File: src/rtl/cam_pkg.sv
// ============================================================================
// cam_pkg : shared defaults and read-port state type for the CAM entry array
// Rev 1.0
// ============================================================================
`default_nettype none

package cam_pkg;

  localparam int unsigned CAM_DATA_WIDTH = 32;
  localparam int unsigned CAM_DEPTH      = 32;

  typedef enum logic {
    IDLE  = 1'b0,
    BURST = 1'b1
  } cam_rd_state_e;

endpackage

`default_nettype wire

File: src/rtl/cam_word_sel.sv
// ============================================================================
// cam_word_sel : combinational entry word / valid-bit selector with range guard
// Rev 1.0
// ============================================================================
`default_nettype none

module cam_word_sel
  import cam_pkg::*;
#(
  parameter  int unsigned DATA_WIDTH = CAM_DATA_WIDTH,
  parameter  int unsigned DEPTH      = CAM_DEPTH,
  localparam int unsigned ADDR_WIDTH = $clog2(DEPTH)
) (
  input  logic [DEPTH*DATA_WIDTH-1:0] all_data_i,
  input  logic [DEPTH-1:0]            entry_vld_i,
  input  logic [ADDR_WIDTH-1:0]       index_i,
  output logic [DATA_WIDTH-1:0]       word_o,
  output logic                        vld_o,
  output logic                        in_range_o
);

  logic [DATA_WIDTH-1:0] words [DEPTH];

  for (genvar e = 0; e < DEPTH; e++) begin : g_unpack
    assign words[e] = all_data_i[e*DATA_WIDTH +: DATA_WIDTH];
  end

  // Indices past DEPTH exist only for non-power-of-2 depths and read as empty.
  assign in_range_o = (32'(index_i) < DEPTH);

  always_comb begin
    word_o = '0;
    vld_o  = 1'b0;
    if (in_range_o) begin
      word_o = words[index_i];
      vld_o  = entry_vld_i[index_i];
    end
  end

endmodule

`default_nettype wire

File: src/rtl/cam_read_port.sv
// ============================================================================
// cam_read_port : registered single/burst read port over the CAM entry array
// Rev 1.0
// ============================================================================
`default_nettype none

module cam_read_port
  import cam_pkg::*;
#(
  parameter  int unsigned DATA_WIDTH = CAM_DATA_WIDTH,
  parameter  int unsigned DEPTH      = CAM_DEPTH,
  localparam int unsigned ADDR_WIDTH = $clog2(DEPTH),
  localparam int unsigned SIZE       = DEPTH * DATA_WIDTH
) (
  input  logic                  clk,
  input  logic                  reset,
  input  logic                  req_valid_i,
  output logic                  req_ready_o,
  input  logic [ADDR_WIDTH-1:0] req_index_i,
  input  logic                  req_burst_i,
  input  logic [ADDR_WIDTH-1:0] req_len_i,
  input  logic [SIZE-1:0]       all_data_i,
  input  logic [DEPTH-1:0]      entry_vld_i,
  output logic                  rsp_valid_o,
  input  logic                  rsp_ready_i,
  output logic [DATA_WIDTH-1:0] rsp_data_o,
  output logic                  rsp_hit_o,
  output logic [ADDR_WIDTH-1:0] rsp_index_o,
  output logic                  rsp_last_o,
  output logic                  any_vld_o,
  output logic                  busy_o
);

  cam_rd_state_e         state_q, state_d;
  logic [ADDR_WIDTH-1:0] ptr_q, ptr_d;
  logic [ADDR_WIDTH-1:0] rem_q, rem_d;
  logic                  rsp_valid_q, rsp_valid_d;
  logic [DATA_WIDTH-1:0] rsp_data_q, rsp_data_d;
  logic                  rsp_hit_q, rsp_hit_d;
  logic [ADDR_WIDTH-1:0] rsp_index_q, rsp_index_d;
  logic                  rsp_last_q, rsp_last_d;
  logic                  any_vld_q;

  logic                  slot_free;
  logic                  accept;
  logic                  load;
  logic                  beat_last;
  logic [ADDR_WIDTH-1:0] sel_index;
  logic [DATA_WIDTH-1:0] sel_word;
  logic                  sel_vld;
  logic                  sel_in_range;

  function automatic logic [ADDR_WIDTH-1:0] next_ptr(input logic [ADDR_WIDTH-1:0] p);
    return (32'(p) == DEPTH - 1) ? '0 : p + ADDR_WIDTH'(1);
  endfunction

  assign slot_free   = !rsp_valid_q || rsp_ready_i;
  assign req_ready_o = !reset && (state_q == IDLE) && slot_free;
  assign accept      = req_valid_i && req_ready_o;
  assign sel_index   = (state_q == BURST) ? ptr_q : req_index_i;

  cam_word_sel #(
    .DATA_WIDTH (DATA_WIDTH),
    .DEPTH      (DEPTH)
  ) u_word_sel (
    .all_data_i  (all_data_i),
    .entry_vld_i (entry_vld_i),
    .index_i     (sel_index),
    .word_o      (sel_word),
    .vld_o       (sel_vld),
    .in_range_o  (sel_in_range)
  );

  always_comb begin
    state_d     = state_q;
    ptr_d       = ptr_q;
    rem_d       = rem_q;
    rsp_valid_d = rsp_valid_q;
    rsp_data_d  = rsp_data_q;
    rsp_hit_d   = rsp_hit_q;
    rsp_index_d = rsp_index_q;
    rsp_last_d  = rsp_last_q;
    load        = 1'b0;
    beat_last   = 1'b1;

    case (state_q)
      IDLE: begin
        if (accept) begin
          load = 1'b1;
          // Out-of-range starts collapse to a single beat regardless of burst.
          if (req_burst_i && (req_len_i != '0) && sel_in_range) begin
            beat_last = 1'b0;
            state_d   = BURST;
            rem_d     = req_len_i;
            ptr_d     = next_ptr(req_index_i);
          end
        end
      end
      BURST: begin
        if (slot_free) begin
          load      = 1'b1;
          beat_last = (rem_q == ADDR_WIDTH'(1));
          ptr_d     = next_ptr(ptr_q);
          rem_d     = rem_q - ADDR_WIDTH'(1);
          if (beat_last) begin
            state_d = IDLE;
          end
        end
      end
      default: state_d = IDLE;
    endcase

    if (load) begin
      rsp_valid_d = 1'b1;
      rsp_data_d  = sel_word;
      rsp_hit_d   = sel_vld;
      rsp_index_d = sel_index;
      rsp_last_d  = beat_last;
    end else if (rsp_ready_i) begin
      rsp_valid_d = 1'b0;
    end
  end

  always_ff @(posedge clk) begin
    if (reset) begin
      state_q     <= IDLE;
      ptr_q       <= '0;
      rem_q       <= '0;
      rsp_valid_q <= 1'b0;
      rsp_data_q  <= '0;
      rsp_hit_q   <= 1'b0;
      rsp_index_q <= '0;
      rsp_last_q  <= 1'b0;
      any_vld_q   <= 1'b0;
    end else begin
      state_q     <= state_d;
      ptr_q       <= ptr_d;
      rem_q       <= rem_d;
      rsp_valid_q <= rsp_valid_d;
      rsp_data_q  <= rsp_data_d;
      rsp_hit_q   <= rsp_hit_d;
      rsp_index_q <= rsp_index_d;
      rsp_last_q  <= rsp_last_d;
      any_vld_q   <= |entry_vld_i;
    end
  end

  assign rsp_valid_o = rsp_valid_q;
  assign rsp_data_o  = rsp_data_q;
  assign rsp_hit_o   = rsp_hit_q;
  assign rsp_index_o = rsp_index_q;
  assign rsp_last_o  = rsp_last_q;
  assign any_vld_o   = any_vld_q;
  assign busy_o      = (state_q == BURST);

endmodule

`default_nettype wire

File: config.mk
export PLATFORM = sky130hd
export DESIGN_NAME = cam_read_port
export DESIGN_NICKNAME = d
export VERILOG_FILES = /design/src/rtl/cam_pkg.sv /design/src/rtl/cam_word_sel.sv /design/src/rtl/cam_read_port.sv
export SDC_FILE = /design/constraint.sdc
export NUM_CORES = 1
export LEC_CHECK = 0
export ABC_CLOCK_PERIOD_IN_PS = 7200
export CORE_AREA = 2 2 434 436
export CTS_CLUSTER_DIAMETER = 150
export DETAILED_ROUTE_END_ITERATION = 10
export DIE_AREA = 0 0 436 438
export RECOVER_POWER = 25
export SYNTH_ARGS = -nofsm -noshare
export SYNTH_HDL_FRONTEND = slang
export SYNTH_SLANG_ARGS = --single-unit
File: constraint.sdc
create_clock -name clk -period 7.2 [get_ports clk]
set_clock_uncertainty 0.2 [all_clocks]
set_input_delay 1.8 -clock clk [delete_from_list [all_inputs] [get_ports clk]]
set_output_delay 1.8 -clock clk [all_outputs]
set_load 0.02 [all_outputs]
==> results of run 1 <==
## area by class of cell
type / instances / area (um2) / share of cell area
Antenna cell: 39 / 97.6 / 0.00383
Clock buffer: 7 / 143 / 0.00560
Clock inverter: 1 / 7.51 / 0.000295
Inverter: 9 / 33.8 / 0.00133
Multi-Input combinational cell: 1254 / 9340 / 0.367
Sequential cell: 52 / 1040 / 0.0409
Tap cell: 2495 / 3120 / 0.122
Timing Repair Buffer: 1176 / 11700 / 0.459
## worst max-delay path, stage by stage
cell and delay (ns):
clkdlybuf4s50_1 0.87, mux2_8 0.68, buf_4 0.46, nand2_1 0.12, and3_1 0.20, a311oi_1 0.42, o21ai_0 0.58, a41oi_1 0.35
## registers in the layout (all words and copies together) (netlist names)
name and flops:
rsp_last_o 1, rsp_hit_o 1, rsp_valid_o 1, any_vld_o 1
busy_o 1, rem_q 5, rsp_index_o 5, ptr_q 5
rsp_data_o 32
## worst paths after layout
kind	start	end	slack [ns]
min	rsp_last_o	rsp_last_o	0.30
max	req_index_i[2]	rsp_data_o[14]	1.73
min reg2reg	rsp_last_o	rsp_last_o	0.30
max reg2reg	busy_o	rsp_data_o[14]	2.53
## power by group
group	internal [W]	switching, W
Clock	0.000142	0.000214
Combinational	0.000952	0.000982
Sequential	0.000319	0.0000581
Total	0.00141	0.00125
## through the flow
stage | area (um2) | std cells
6_report | 25500 | 5033
5_1_grt | 25400 | 5008
4_1_cts | 25400 | 4994
3_5_place_dp | 25200 | 4986
3_3_place_gp | 25200 | 4985
2_1_floorplan | 11000 | 1474
## kinds of logic (layout without fill, tap and decap cells)
group | count (synthesis) | after routing | share of synthesized area
multiplexers | 178 | 178 | 0.321
other | 0 | 39 | 0
buffers and inverters | 168 | 1193 | 0.0737
adder cells (fa/ha/maj) | 6 | 6 | 0.00681
AO/OA/AOI/OAI | 365 | 365 | 0.233
XOR/XNOR | 2 | 2 | 0.00159
AND/OR/NAND/NOR | 703 | 703 | 0.269
flip-flops | 52 | 52 | 0.0944
## layer usage
metal	vias up	routed length, um	track usage
met4	54	3430	0.0315
met5	-	331	0
met1	9125	68300	0.205
li1	7730	-	-
met3	198	14900	0.0549
met2	1132	80000	0.282
## placed cells by master, fill, tap and decap left out, types with 10 or more instances in the layout
cell	netlist	routed
nor2_1	39	36
and3_1	47	47
mux2i_1	35	33
a311oi_1	36	34
dfxtp_1	52	51
mux4_2	138	138
nand4_1	12	12
o21ai_1	22	20
a21o_1	18	18
clkdlybuf4s50_1	0	1091
dlygate4sd3_1	0	21
nor3_1	11	10
nand3_1	76	76
a41oi_1	11	11
buf_4	10	56
nand2_1	492	491
a21oi_1	43	43
a31oi_1	64	64
a32oi_1	38	37
diode_2	0	39
o21ai_0	33	32
a22oi_1	53	53
==> metrics.txt, run 1 <==
Post-synth EDFFs=0; routed vias=18200; Max Cap Viol=0; status=finished clean; WL final=167000 um; ANT nets after route=0; initial core utilization=0.0591; ys async rst share=0; Hold WS=0.296 ns; Yosys reg bits=52; largest cells by area after synthesis=mux4_2, nand2_1, dfxtp_1; minimum clock period=5.47 ns; Setup Buffers After CTS=0; most common cell in the netlist=nand2_1; R2R depth=6; pwr dens=105 nW/um2; RSZ-0062 raised after global routing=no; critical path class=in2reg; vias per cell=3.62; num rows=159; CTS tree=yes; drt pass-1 iters=6; width of the die=436 um; post-synth top area share=0.282; final worst path period share=0.760; post-synth net total=2551; DR WL/cell=33.2 um; WP data required=7.33 ns; post-DP HPWL=145000 um; Die ar.=191000 um2; Initial DRC Count=1783; CTS clk-pin slew, worst paths=0.13 ns; Clock Sinks=52; post_cts resized=0; routability congestion estimate=0.952; kind of end point of the critical path=register; Port-buffer cells=1113; vias in the first global route=18300; clk root buf=clkbuf_16; ys flop type=dfxtp_1; Worst Slack Setup Final=1.73 ns; setup_tns=0 ns; Slew headroom=0.0744; min-delay worst type=reg2reg; Filler Cells Inserted=21500; final net count=3575; first-pass GRT wire length=206000 um; area added between synthesis and finish=131%; largest net degree at the start of global routing=116; sequential-to-total area share from yosys stat=0.0944; H-Tree Depth=2; fmax=183 MHz; Max VDD drop=104 uV; Unique masters post-synth=55; hold buffers post-CTS=0; Setup-failing EPs final=0; Ys Warns=0; Post-Synthesis Cells=1474; CP startpoint kind=input pin; Lkg Pwr=8.44 nW; initial antenna violation count=107; DIE HEIGHT=438 um; top cells by count, synth=nand2_1, mux4_2, nand3_1, buf_2, a31oi_1; clock buffer depth=2; Setup WS pre-CTS=1.15 ns; Post-Synthesis Mean Instance Area=7.48 um2; IO Pins=1114; Min-Delay Path Depth=2; Final Hold Viols=0; Max FO, Critical Path=43; fin. max-slew vios=0; layout cells sized above 1=0.0936; GR Overflow Total=0; post-layout power=0.00267 W; Worst Max-Slew Pin Slew=1.37 ns; Synth Cell Area=11000 um2; area of the core=187000 um2; area leader, netlist=mux4_2; DRC Markers=0; Clock Latency Late Sink=0.38 ns; GRT Total Usage=0.167; Data arrival, critical path=5.60 ns; CTS buffer count=5; final core occ=0.137
Note: power is estimated with default switching activity, not from simulation.
==> inputs of run 2 (changes only) <==
Settings changed: ABC_CLOCK_PERIOD_IN_PS 7200 to 4400, CORE_AREA 2 2 434 436 to 2 2 431 433, DIE_AREA 0 0 436 438 to 0 0 433 435.
Clock period 7.2 ns to 4.4 ns, I/O delays scaled along.
==> metrics.txt, run 2 (synthesized netlist as in run 1, its figures left out) <==
status=finished clean; placed inst area=26100 um2 (+3.3%); first-pass GRT wire length=205000 um (-0.76%); Min-Delay Path Depth=2 (unchanged); Max Cap Viol=0 (unchanged); initial antenna violation count=115 (+7.5%); Final Hold Viols=0 (unchanged); min-delay worst type=reg2reg; GRT Total Usage=0.168 (+0.00116); GR Overflow Total=0 (unchanged); final core occ=0.143 (+0.00630); WL final=165000 um (-1.5%); CP startpoint kind=input pin; DIE HEIGHT=435 um (-0.68%); WP data required=4.45 ns (-2.88 ns); pwr dens=173 nW/um2 (+65%); Finished Layout Cells=5087 (+1.1%); CTS clk-pin slew, worst paths=0.13 ns (about the same); width of the die=433 um (-0.69%); multi-input logic area=9340 um2 (about the same); Data arrival, critical path=4.11 ns (-1.49 ns); final worst path period share=0.922; vias in the first global route=18800 (+2.6%); commonest cells after routing, fill and taps aside=clkdlybuf4s50_1, nand2_1, mux4_2; ANT nets after route=0 (unchanged); Hold WS=0.289 ns (-0.00660 ns); routability congestion estimate=0.987 (+3.6%); Max FO, Critical Path=24 (-44%); initial core utilization=0.0599 (+0.000821); Setup-failing EPs final=0 (unchanged); register area=1040 um2 (unchanged); Filler Cells Inserted=21000 (-2.4%); RSZ-0062 raised after global routing=no; Lkg Pwr=8.91 nW (+5.6%); Clock Latency Late Sink=0.40 ns (+0.02 ns); fmax=246 MHz; DR WL/cell=32.3 um (-2.5%); area added between synthesis and finish=139%; Hold Crit Start=rsp_last_o; hold buffers post-CTS=0 (unchanged); area of the core=184000 um2 (-1.4%); drt pass-1 iters=5 (-1); Die ar.=188000 um2 (-1.4%); minimum clock period=4.06 ns; Finished Cell Area=26300 um2 (+3.2%); Reg-to-Reg Start=busy_o; final net count=3655 (+2.2%); Port-buffer cells=1113 (unchanged); Placed Instances=5051 (+1.3%); IO Pins=1114 (unchanged); Worst Hold Path EP=rsp_last_o; layout cells sized above 1=0.122 (+0.0285); worst reg2reg endpoint=rsp_data_o[8]; worst setup path start=req_index_i[0]; clk root buf=clkbuf_16; Clock Sinks=52 (unchanged); num rows=158 (-0.63%); vias per cell=3.68 (+1.5%); CTS buffer count=5 (unchanged); Initial DRC Count=1662 (-6.8%); commonest non-fill, non-tap cell in the layout=clkdlybuf4s50_1; critical path class=in2reg; Slew headroom=0.299 (+0.225); setup_tns=0 ns (unchanged); routed vias=18700 (+2.6%); Max VDD drop=181 uV (+75%); H-Tree Depth=2 (unchanged); post-DP HPWL=146000 um (+0.63%); fin. max-slew vios=0 (unchanged); DRC Markers=0 (unchanged); Worst Max-Slew Pin Slew=1.04 ns (-0.334 ns); CTS tree=yes; kind of end point of the critical path=register; Setup Buffers After CTS=0 (unchanged); R2R depth=7 (+1); largest net degree at the start of global routing=62 (-47%); clock buffer depth=2 (unchanged); reg2reg setup slack=0.72 ns (-1.81 ns); max FFs per register=32 (unchanged)
==> run 2: cell count changes in the layout (fill, tap and decap cells not counted), sizes merged <==
| cell | previous run | this run |
|---|---|---|
| inv | 9 | 10 |
| diode | 39 | 28 |
| clkinvlp | 1 | 2 |
| clkbuf | 8 | 6 |
| buf | 63 | 143 |
==> run 2: cell type report <==
cell class | count | share of cell area
antenna | 28 | 0.00266
clock buffer | 5 | 0.00476
clock inverter | 3 | 0.000999
inverter | 9 | 0.00128
multi-input combinational | 1254 | 0.355
sequential | 52 | 0.0396
tap | 2480 | 0.118
timing repair buffer | 1256 | 0.478
==> run 2: metrics by stage <==
| step | total power, W | setup slack [ns] |
|---|---|---|
| 2_1_floorplan | 0.00176 | 1.13 |
| 3_3_place_gp | 0.00399 | -0.445 |
| 3_5_place_dp | 0.00399 | -0.393 |
| 4_1_cts | 0.00467 | 0.0522 |
| 5_1_grt | 0.00479 | 0.181 |
| 6_report | 0.00454 | 0.343 |
==> run 2: worst max-delay path by stage <==
| stage | depth (start not counted) | to |
|---|---|---|
| floorplan | 3 | req_ready_o |
| global placement | 8 | rsp_data_o[7] |
| detailed placement | 8 | rsp_data_o[7] |
| CTS | 8 | rsp_data_o[7] |
| global route | 8 | rsp_data_o[8] |
| finish | 8 | rsp_data_o[8] |
==> run 2: power breakdown <==
part           switching, W  internal [W]  leakage (nW)
Sequential        0.0000782      0.000522         0.427
Clock              0.000383      0.000221        0.0681
Combinational       0.00166       0.00168          8.42
Total               0.00212       0.00242          8.91
==> run 2: per-layer routing <==
layer | global-route usage | wire length (um) | up-vias
li1 | - | - | 7886
met1 | 0.210 | 67700 | 9353
met2 | 0.271 | 75800 | 1160
met3 | 0.0606 | 16400 | 242
met4 | 0.0404 | 4080 | 78
met5 | 0 | 517 | -
==> run 2: critical path: stages <==
cell	delay [ns]
clkdlybuf4s50_1	0.53
mux2_8	0.42
mux4_2	0.57
a22oi_1	0.68
nor2_1	0.15
a21oi_1	0.33
buf_12	0.15
a41oi_1	0.11
==> run 2: what timing repair did <==
| action | in CTS | in global routing |
|---|---|---|
| gates resized for setup | 0 | 1 |
| hold endpoints to repair | 0 | 0 |
| endpoints found under the setup margin | 0 | 1 |
